<file path="src/rtl/phys_free_list.sv">
// Physical-register free list for rename: hands out free tags speculatively,
// reclaims old mappings at commit, and rolls the head back on a flush.
module phys_free_list #(
  parameter int NUM_PHYS  = 64,
  parameter int NUM_ARCH  = 32,
  parameter int PHYS_BITS = $clog2(NUM_PHYS),
  parameter int DEPTH     = NUM_PHYS - NUM_ARCH,
  parameter int PTR_BITS  = $clog2(DEPTH) + 1
) (
  input  logic                 clk,
  input  logic                 rst,
  input  logic                 alloc_req,
  output logic                 alloc_valid,
  output logic [PHYS_BITS-1:0] alloc_phys,
  input  logic                 release_en,
  input  logic [PHYS_BITS-1:0] release_phys,
  input  logic                 flush,
  output logic [PTR_BITS-1:0]  free_count,
  output logic                 overflow_err,
  output logic                 underflow_err
);

  localparam int IDX_BITS = PTR_BITS - 1;

  logic [PHYS_BITS-1:0] mem_q [DEPTH];
  logic [PTR_BITS-1:0]  spec_head_q, spec_head_d;
  logic [PTR_BITS-1:0]  commit_head_q, commit_head_d;
  logic [PTR_BITS-1:0]  tail_q, tail_d;
  logic                 overflow_q, overflow_d;
  logic                 underflow_q, underflow_d;
  logic                 alloc_fire, release_fire, list_full;

  // Outputs come only from registered state; no input reaches them combinationally.
  assign free_count    = tail_q - spec_head_q;
  assign alloc_valid   = (free_count != '0);
  assign alloc_phys    = mem_q[spec_head_q[IDX_BITS-1:0]];
  assign list_full     = (free_count == PTR_BITS'(DEPTH));
  assign overflow_err  = overflow_q;
  assign underflow_err = underflow_q;

  assign alloc_fire   = alloc_req && alloc_valid && !flush;
  assign release_fire = release_en && !list_full;

  always_comb begin
    spec_head_d   = spec_head_q;
    commit_head_d = commit_head_q;
    tail_d        = tail_q;
    overflow_d    = overflow_q;
    underflow_d   = underflow_q;

    if (release_fire) begin
      tail_d        = tail_q + PTR_BITS'(1);
      commit_head_d = commit_head_q + PTR_BITS'(1);
    end
    // A same-cycle release retires one more allocation before the rollback.
    if (flush)
      spec_head_d = commit_head_q + PTR_BITS'(release_fire);
    else if (alloc_fire)
      spec_head_d = spec_head_q + PTR_BITS'(1);

    if (release_en && list_full)
      overflow_d = 1'b1;
    if (alloc_req && !alloc_valid)
      underflow_d = 1'b1;
  end

  always_ff @(posedge clk or posedge rst) begin
    if (rst) begin
      spec_head_q   <= '0;
      commit_head_q <= '0;
      tail_q        <= PTR_BITS'(DEPTH);
      overflow_q    <= 1'b0;
      underflow_q   <= 1'b0;
    end else begin
      spec_head_q   <= spec_head_d;
      commit_head_q <= commit_head_d;
      tail_q        <= tail_d;
      overflow_q    <= overflow_d;
      underflow_q   <= underflow_d;
    end
  end

  // Each slot resets to its initial free tag, so the array lives in flops.
  for (genvar gi = 0; gi < DEPTH; gi++) begin : g_slot
    always_ff @(posedge clk or posedge rst) begin
      if (rst)
        mem_q[gi] <= PHYS_BITS'(NUM_ARCH + gi);
      else if (release_fire && (tail_q[IDX_BITS-1:0] == IDX_BITS'(gi)))
        mem_q[gi] <= release_phys;
    end
  end

endmodule

</file>
<file path="config.mk">
export PLATFORM = sky130hd
export DESIGN_NAME = phys_free_list
export DESIGN_NICKNAME = d
export VERILOG_FILES = /design/src/rtl/phys_free_list.sv
export SDC_FILE = /design/constraint.sdc
export NUM_CORES = 1
export LEC_CHECK = 0
export CAP_MARGIN = 40
export CORE_ASPECT_RATIO = 1.2
export CORE_MARGIN = 10
export CORE_UTILIZATION = 58
export CTS_CLUSTER_DIAMETER = 100
export DETAILED_ROUTE_END_ITERATION = 10
export HOLD_SLACK_MARGIN = 0.08
export PLACE_DENSITY_LB_ADDON = 0.08
export SETUP_SLACK_MARGIN = 0.5
export SYNTH_ARGS = -nofsm -noshare
export SYNTH_HDL_FRONTEND = slang
export SYNTH_SLANG_ARGS = --single-unit
</file>
<file path="constraint.sdc">
create_clock -name clk -period 22.5 [get_ports clk]
set_clock_uncertainty 0.1 [all_clocks]
set_input_delay 4.5 -clock clk [delete_from_list [all_inputs] [get_ports clk]]
set_output_delay 4.5 -clock clk [all_outputs]
set_load 0.03 [all_outputs]
</file>
==> results.yml, run 1 <==
run_status:
  status: "complete, no violations"
layout:
  syn2layout_area_growth_pct: 11.3
  final_util_pct: 66.3
  antenna_cells: 0
  finalNetCount: 736
  stdcell_count: 945
  layout-drive-gt1-share_pct: 60.4
timing:
  worstMarginPinSlew_ns: 0.904
  maxSlewHeadroom_pct: 39.7
  period_share_pct: 38.1
  hold_viol: 0
  setup_violations: 0
  rsz0062_at_grt: "no"
  timing.fmax_ghz: 0.117
  finalCriticalPeriod_ns: 8.58
  fin_setup_tns_ns: 0
  slew_viol_final: 0
run:
  cap_violations: 0
floorplanning:
  rows: 53
  fp.dieArea_um2: 23900
  ios: 26
  die_w_um: 143
  dieHeight_um: 167
  coreArea_um2: 17600
  start_util_pct: 59.5
worst_setup_path:
  arrival_ns: 3.98
  path_class: "flip-flop to primary output"
  crit_path_max_fanout: 16
  critPathLaunchType: "flip-flop"
  cp.required_ns: 17.90
  r2r_cells: 14
  reg2reg_setup_slack_ns: 18.28
  end_kind: "primary output"
clock_network:
  cts_made_buffers: 22
  cts-root-buf: "clkbuf_16"
  post-cts-setup-buffer-count: 0
  cts_hold_buf: 0
  clock-sinks: 212
  cts_tree: "yes"
  clock_latency_ns: 0.50
  clk_pin_slew_ns: 0.06
  ctsHtreeMaxLevel: 1
  post_cts_resized: 0
  clock_path_buffers: 3
power_and_ir_drop:
  swShare_pct: 34.7
  leakage_nw: 4.88
  p_per_area_nw_per_um2: 158
  seqPwrFrac_pct: 38.6
  power_frac_comb_pct: 42.6
  ir_drop_mv: 0.0962
  internal_power_mw: 1.20
  p_switching_mw: 0.640
  p_clk_share_pct: 18.8
placed_design:
  place_congestion: 0.805
  placed_cells: 905
  dpl.hpwl_um: 15600
  numPortBuffers: 25
route:
  dr.pass1.iters: 5
  drt-initial-drc-count: 421
  drc: 0
  ant_nets: 0
  viasPerCell: 6.36
  dr_total_vias: 6007
  avgRoutedWirePerCell_um: 24.3
  routed_wl_um: 23000
synth:
  synth_cell_types: 47
  syn_inst: 695
  avgSynthCellArea_um2: 15.1
  synth_ff_type: "dfstp_2"
  synthTopCellsByArea: "dfstp_2 28%, dfrtp_1 24%, mux2_2 21%, mux4_2 13%, ha_1 1.8%"
  synth_top_area_cell: "dfstp_2"
  yosysWarnings: 0
  synth_top_area_share_pct: 28.3
  synthArstFlopShare_pct: 100
  synth_seq_cells: 212
  seq_area_frac_synth_pct: 51.9
  syn-cell-area_um2: 10500
  synth_fp_nets: 722
  synth_edf_count: 0
global_routing:
  grt_pass1_wl_um: 37300
  grt_usage_pct: 19.8
  antenna_found_initial: 0
  grt_overflow: 0
  grt_max_degree: 134
  first_global_vias: 6452
worst_hold_path:
  hold_path.class: "flip-flop to flip-flop"
  hold_path_depth: 1
flip-flops by register name, indices dropped and copies added (netlist names):
signal,flops
underflow_err,1
spec_head_q,6
tail_q,6
mem_q,192
overflow_err,1
commit_head_q,6
worst max-delay path: stages, from the launching register on:
cell,delay (ns)
dfrtp_1,0.87
inv_1,0.21
ha_1,0.41
nor2_1,0.12
a21oi_1,0.06
xnor2_1,0.38
inv_1,0.18
nor4_2,0.56
inv_1,0.08
clkdlybuf4s50_1,0.61
metrics by stage:
stage                     setup slack [ns]  instance area [µm²]  hold WS [ns]  total power, mW
final                                13.92                11700         0.353             1.84
after detailed placement             14.44                11000         0.345             1.50
after global placement               14.56                10900         0.342             1.47
after global routing                 13.66                11700         0.380             1.95
after floorplan                      12.29                10500         0.366             1.26
after CTS                            13.91                11700         0.359             1.85
final timing paths:
kind / end / startpoint
min in group asynchronous: mem_q[67] / rst
setup / recovery: alloc_valid / spec_head_q[2]
max in group asynchronous: mem_q[84] / rst
setup reg to reg: spec_head_q[4] / spec_head_q[2]
hold / removal: underflow_err / underflow_err
hold reg to reg: underflow_err / underflow_err
cells in the final DEF (no fill, tap or decap), types with 5 or more instances in the layout:
| cell | Yosys | final |
|---|---|---|
| a21oi_1 | 5 | 5 |
| and3_1 | 8 | 8 |
| buf_4 | 2 | 7 |
| clkbuf_1 | 30 | 6 |
| clkbuf_16 | 0 | 23 |
| clkdlybuf4s50_1 | 0 | 25 |
| clkinv_2 | 0 | 6 |
| dfrtp_1 | 99 | 97 |
| dfstp_2 | 113 | 113 |
| ha_1 | 15 | 15 |
| inv_1 | 14 | 13 |
| mux2_2 | 193 | 193 |
| mux4_2 | 60 | 60 |
| nand2_1 | 27 | 27 |
| nand3_1 | 20 | 20 |
| nand4_1 | 6 | 6 |
| nand4_2 | 10 | 10 |
| nor2_1 | 9 | 9 |
| o21ai_0 | 5 | 5 |
| xnor2_1 | 13 | 13 |
| xor2_1 | 6 | 6 |
cell families after synthesis:
| kind of cell | Yosys count | synth area share, % |
|---|---|---|
| simple gates | 106 | 6.49 |
| flops | 212 | 51.9 |
| buf+inv | 62 | 2.49 |
| mux | 256 | 33.9 |
| fa+ha+maj | 16 | 1.98 |
| xor+xnor | 19 | 1.58 |
| compound gates | 24 | 1.69 |
Yosys cell counts (2+ instances only):
cell type and instances:
buf_1 4, mux2_2 193, nand2_1 27, clkbuf_1 30
nor2_1 9, and3b_1 3, nand4_2 10, o31a_1 2
mux4_2 60, nor3b_4 3, dfstp_2 113, nand3_1 20
o41ai_1 2, nand3_2 4, nand4_1 6, o211ai_1 2
ha_1 15, dfrtp_1 99, xnor2_1 13, nor2b_1 3
nand2b_1 2, xor2_1 6, buf_2 11, mux2i_1 2
a21oi_1 5, and3_1 8, nor4_1 2, or3_1 2
buf_4 2, inv_1 14, o21ai_0 5, and2_1 3
power by group through the flow:
stage                     clock network [mW]  registers [mW]  logic [mW]
after floorplan                            0           0.661       0.597
after global placement                     0           0.704       0.763
after detailed placement                   0           0.716       0.788
after CTS                              0.353           0.710       0.791
after global routing                   0.371           0.732       0.842
final                                  0.346           0.711       0.785
routing by layer:
layer | GRT usage, % | share of wire (%)
met1 | 26.6 | 44
met4 | 4.58 | 1.6
met2 | 32.9 | 49
met3 | 3.45 | 5.4
met5 | 0 | 0
area by class of cell:
class	count	area (µm²)
clock buffer	33	653
timing repair buffer	38	410
clock inverter	7	36.3
sequential	212	5450
fill	1262	5950
inverter	14	60.1
multi-input combinational	421	4800
tap	220	275
(Power assumes the default switching activity.)
==> run 2, diff against run 1 <==
clock period = 8.3 ns   (was 22.5 ns; I/O delays follow)
==> results.yml, run 2 (synthesis results as in run 1) <==
run_status:
  status: "complete, no violations"
floorplanning:
  die_w_um: 143
  dieHeight_um: 167
  ios: 26
  start_util_pct: 59.5
  rows: 53
  coreArea_um2: 17600
  fp.dieArea_um2: 23900
worst_setup_path:
  worstPathCellList: "inv_1 -> ha_1 -> nor2_1 -> a21oi_1 -> xnor2_1 -> inv_1 -> nor4_2 -> inv_1 -> clkdlybuf4s50_1"
  arrival_ns: 4.00
  critPathMaxStageDelay_ns: 0.86
  cp_common_cell: "inv_1"
  path_class: "flip-flop to primary output"
  worstReg2RegEnd: "spec_head_q[4]"
  reg2reg_setup_slack_ns: 4.14
  cp.required_ns: 6.54
  cp_slowest_cell: "dfrtp_1"
  crit_path_max_fanout: 16
  crit-reg2reg-launch: "spec_head_q[2]"
  r2r_cells: 14
  end_kind: "primary output"
  critPathLaunchType: "flip-flop"
worst_hold_path:
  hp-start: "underflow_err"
  worstHoldEndpoint: "underflow_err"
  hold_path_depth: 1
  hold_path.class: "flip-flop to flip-flop"
power_and_ir_drop:
  ir_drop_mv: 0.283
  p_per_area_nw_per_um2: 428
  p_clk_share_pct: 19.4
  swShare_pct: 34.6
  seqPwrFrac_pct: 38.2
  internal_power_mw: 3.30
  leakage_nw: 4.91
  p_switching_mw: 1.74
  power_frac_comb_pct: 42.4
  p_total_mw: 5.04
global_routing:
  grt_overflow: 0
  antenna_found_initial: 0
  grt_max_degree: 133
  grt_pass1_wl_um: 37600
  grt_usage_pct: 19.9
  first_global_vias: 6539
placed_design:
  place_congestion: 0.788
  dpl.hpwl_um: 15600
  numPortBuffers: 25
route:
  drt-initial-drc-count: 356
  avgRoutedWirePerCell_um: 24.4
  dr.pass1.iters: 4
  dr_total_vias: 6004
  ant_nets: 0
  viasPerCell: 6.34
  routed_wl_um: 23100
  drc: 0
clock_network:
  ctsHtreeMaxLevel: 1
  clock_path_buffers: 3
  cts_hold_buf: 0
  post_cts_resized: 0
  clk_pin_slew_ns: 0.05
  post-cts-setup-buffer-count: 0
  cts_tree: "yes"
  clock-sinks: 212
  cts-root-buf: "clkbuf_16"
  cts_made_buffers: 23
  clock_latency_ns: 0.50
timing:
  timing.fmax_ghz: 0.174
  worstMarginPinSlew_ns: 0.832
  setup_violations: 0
  maxSlewHeadroom_pct: 44.4
  period_share_pct: 69.4
  fin_setup_tns_ns: 0
  finalCriticalPeriod_ns: 5.76
  hold_viol: 0
  slew_viol_final: 0
  rsz0062_at_grt: "no"
layout:
  regMostFlops: "mem_q"
  layout_common_cells: "193 x mux2_2, 113 x dfstp_2, 97 x dfrtp_1"
  antenna_cells: 0
  syn2layout_area_growth_pct: 12.0
  finalNetCount: 738
  layout_commonest_cell: "mux2_2"
  layout-drive-gt1-share_pct: 60.0
  largest_reg_flops: 192
run:
  cap_violations: 0
[run 2: per-stage QoR]
stage	setup WS, ns	std cells	hold WS (ns)	cell area, µm²	utilization [%]
6_report	2.54	947	0.363	11800	66.7
5_1_grt	2.24	947	0.400	11800	66.7
4_1_cts	2.56	947	0.372	11800	66.7
3_5_place_dp	3.10	906	0.360	11000	62.6
3_3_place_gp	3.16	899	0.342	10900	61.7
2_1_floorplan	0.933	695	0.366	10500	-
[run 2: area by class of cell]
class	count	area, µm²
tap	220	275
fill	1244	5880
inverter	14	60.1
sequential	212	5450
clock inverter	4	45.0
timing repair buffer	39	458
clock buffer	37	668
multi-input combinational	421	4800
[run 2: power groups by stage]
stage               sequential [mW]  clock [mW]  combinational [mW]
finish                         1.93       0.977                2.14
detailed placement             1.94           0                2.14
global route                   1.98        1.04                2.29
floorplan                      1.79           0                1.62
CTS                            1.93       0.998                2.15
global placement               1.92           0                2.07
[run 2: routing by layer]
| layer | global-route usage, % | share of wire, % | vias up |
|---|---|---|---|
| met3 | 3.28 | 5.0 | 14 |
| li1 | - | - | 2622 |
| met2 | 33.1 | 51 | 126 |
| met4 | 4.18 | 0.96 | 0 |
| met1 | 27.0 | 43 | 3242 |
| met5 | 0 | 0 | - |
[run 2: how the worst max path moves through the flow]
stage                    from                to  depth (start not counted)
2_1_floorplan             rst  commit_head_q[0]                          1
3_3_place_gp   spec_head_q[2]       alloc_valid                          9
3_5_place_dp   spec_head_q[2]       alloc_valid                          9
4_1_cts        spec_head_q[2]       alloc_valid                          9
5_1_grt        spec_head_q[2]       alloc_valid                          9
6_report       spec_head_q[2]       alloc_valid                          9
[run 2: critical path: cells and delay by family, from the launching register on]
kind | cells | cell delay (ns)
buffers and inverters | 4 | 1.08
XOR/XNOR | 1 | 0.42
adder cells (fa/ha/maj) | 1 | 0.40
flip-flops | 1 | 0.86
AO/OA/AOI/OAI | 1 | 0.06
AND/OR/NAND/NOR | 2 | 0.68
==> run 3, diff against run 2 <==
CORE_UTILIZATION = 56   (was 58)
clock period = 5.2 ns   (was 8.3 ns; I/O delays follow)
==> results.yml, run 3 (synthesis results as in run 1) <==
placed_design:
  place_congestion: 0.815
  dpl.hpwl_um: 16000
  numPortBuffers: 25
timing:
  worstMarginPinSlew_ns: 0.771
  rsz0062_at_grt: "no"
  period_share_pct: 88.3
  setup_violations: 0
  slew_viol_final: 0
  fin_setup_tns_ns: 0
  finalCriticalPeriod_ns: 4.59
  timing.fmax_ghz: 0.218
  holdWs_ns: 0.366
  hold_viol: 0
  maxSlewHeadroom_pct: 48.4
clock_network:
  clock_path_buffers: 3
  cts-root-buf: "clkbuf_16"
  clk_pin_slew_ns: 0.06
  ctsHtreeMaxLevel: 1
  cts_hold_buf: 0
  clock-sinks: 212
  cts_tree: "yes"
  cts_made_buffers: 23
  clock_latency_ns: 0.50
route:
  wl_met3_um: 1240
  top_layer_used: "met4"
  ant_nets: 0
  dr.pass1.iters: 4
  drc: 0
  wl_met1_um: 10300
  drt-initial-drc-count: 431
  routed-wl-met2_um: 11500
  avgRoutedWirePerCell_um: 23.8
  dr_total_vias: 5949
  routed_wl_um: 23400
  viasPerCell: 6.05
global_routing:
  grt_usage_pct: 19.2
  grt_max_degree: 70
  first_global_vias: 6340
  grt_pass1_wl_um: 37500
  antenna_found_initial: 0
  grt_overflow: 0
worst_setup_path:
  cp.buffers_inverters: 2
  cp_top_family: "buffers and inverters"
  end_kind: "primary output"
  arrival_ns: 3.45
  r2r_cells: 13
  crit_path_max_fanout: 31
  worstPathCellList: "buf_4 -> mux4_2 -> mux4_2 -> nand2_1 -> nand2_1 -> clkdlybuf4s50_1"
  critPathMaxStageDelay_ns: 0.69
  cp_slowest_cell: "dfrtp_4"
  critPathLaunchType: "flip-flop"
  path_class: "flip-flop to primary output"
  cp_num_cells: 6
  cp.required_ns: 4.06
worst_hold_path:
  hold_path_depth: 1
  hold_path.class: "flip-flop to flip-flop"
power_and_ir_drop:
  leakage_nw: 4.95
  p_total_mw: 8.07
  ir_drop_mv: 0.390
  p_per_area_nw_per_um2: 678
floorplanning:
  rows: 54
  die_w_um: 145
  ios: 26
  start_util_pct: 57.4
  coreArea_um2: 18300
  dieHeight_um: 170
  fp.dieArea_um2: 24700
layout:
  syn2layout_area_growth_pct: 13.3
  finalNetCount: 743
  fillCellCount: 1329
  multiInputGateArea_um2: 4810
  layout_common_cells: "193 x mux2_2, 113 x dfstp_2, 97 x dfrtp_1"
  layout_commonest_cell: "mux2_2"
  layout-drive-gt1-share_pct: 60.8
  regMostFlops: "mem_q"
  seqCellArea_um2: 5450
  antenna_cells: 0
  largest_reg_flops: 192
run:
  cap_violations: 0
run_status:
  status: "complete, no violations"
-- run 3: worst register-to-register path, cell delays in order (launching register included) --
cell and delay (ns):
dfrtp_1 0.55, inv_1 0.20, ha_1 0.39, o21ai_0 0.10, a21oi_1 0.21, o32ai_2 0.20
o211ai_4 0.66, and2_1 0.45, ha_1 0.24, ha_1 0.18, nand3_1 0.10, xnor2_1 0.16
nor2_1 0.06, a31oi_1 0.18
-- run 3: path summary, 6_finish.rpt --
kind	slack [ns]	to	start
max	0.61	alloc_phys[3]	spec_head_q[1]
min	0.37	underflow_err	underflow_err
max reg2reg	1.32	spec_head_q[4]	spec_head_q[3]
min reg2reg	0.37	underflow_err	underflow_err
max in group asynchronous	3.42	mem_q[101]	rst
min in group asynchronous	0.83	mem_q[67]	rst
-- run 3: per-layer routing --
layer,vias up,GRT usage (%)
met5,-,0
li1,2641,-
met1,3153,26.9
met2,128,31.3
met3,27,2.87
met4,0,4.31
-- run 3: metrics by stage --
step / util (%) / std cells / setup WS (ns) / instance area (µm²)
6_report: 65.0 / 984 / 0.608 / 11900
3_3_place_gp: 60.2 / 936 / 0.932 / 11000
3_5_place_dp: 60.8 / 941 / 0.927 / 11100
4_1_cts: 64.8 / 982 / 0.506 / 11900
5_1_grt: 65.0 / 984 / 0.509 / 11900
2_1_floorplan: - / 695 / 1.31 / 10500
-- run 3: area by class of cell --
cell class | count | share of cell area, %
Timing Repair Buffer | 44 | 4.42
Sequential cell | 212 | 45.8
Inverter | 14 | 0.473
Clock buffer | 35 | 5.72
Clock inverter | 6 | 0.484
Tap cell | 252 | 2.65
Multi-Input combinational cell | 421 | 40.4
-- run 3: repair_timing --
item,CTS,global route
gates resized for setup,1,2
buffers inserted,0,2
endpoints found under the setup margin,5,1
pin swaps,0,1
-- run 3: report_power, final --
part / switching, mW / internal [mW]
registers: 0.449 / 2.59
clock network: 0.625 / 0.948
logic: 1.70 / 1.76
total: 2.77 / 5.30
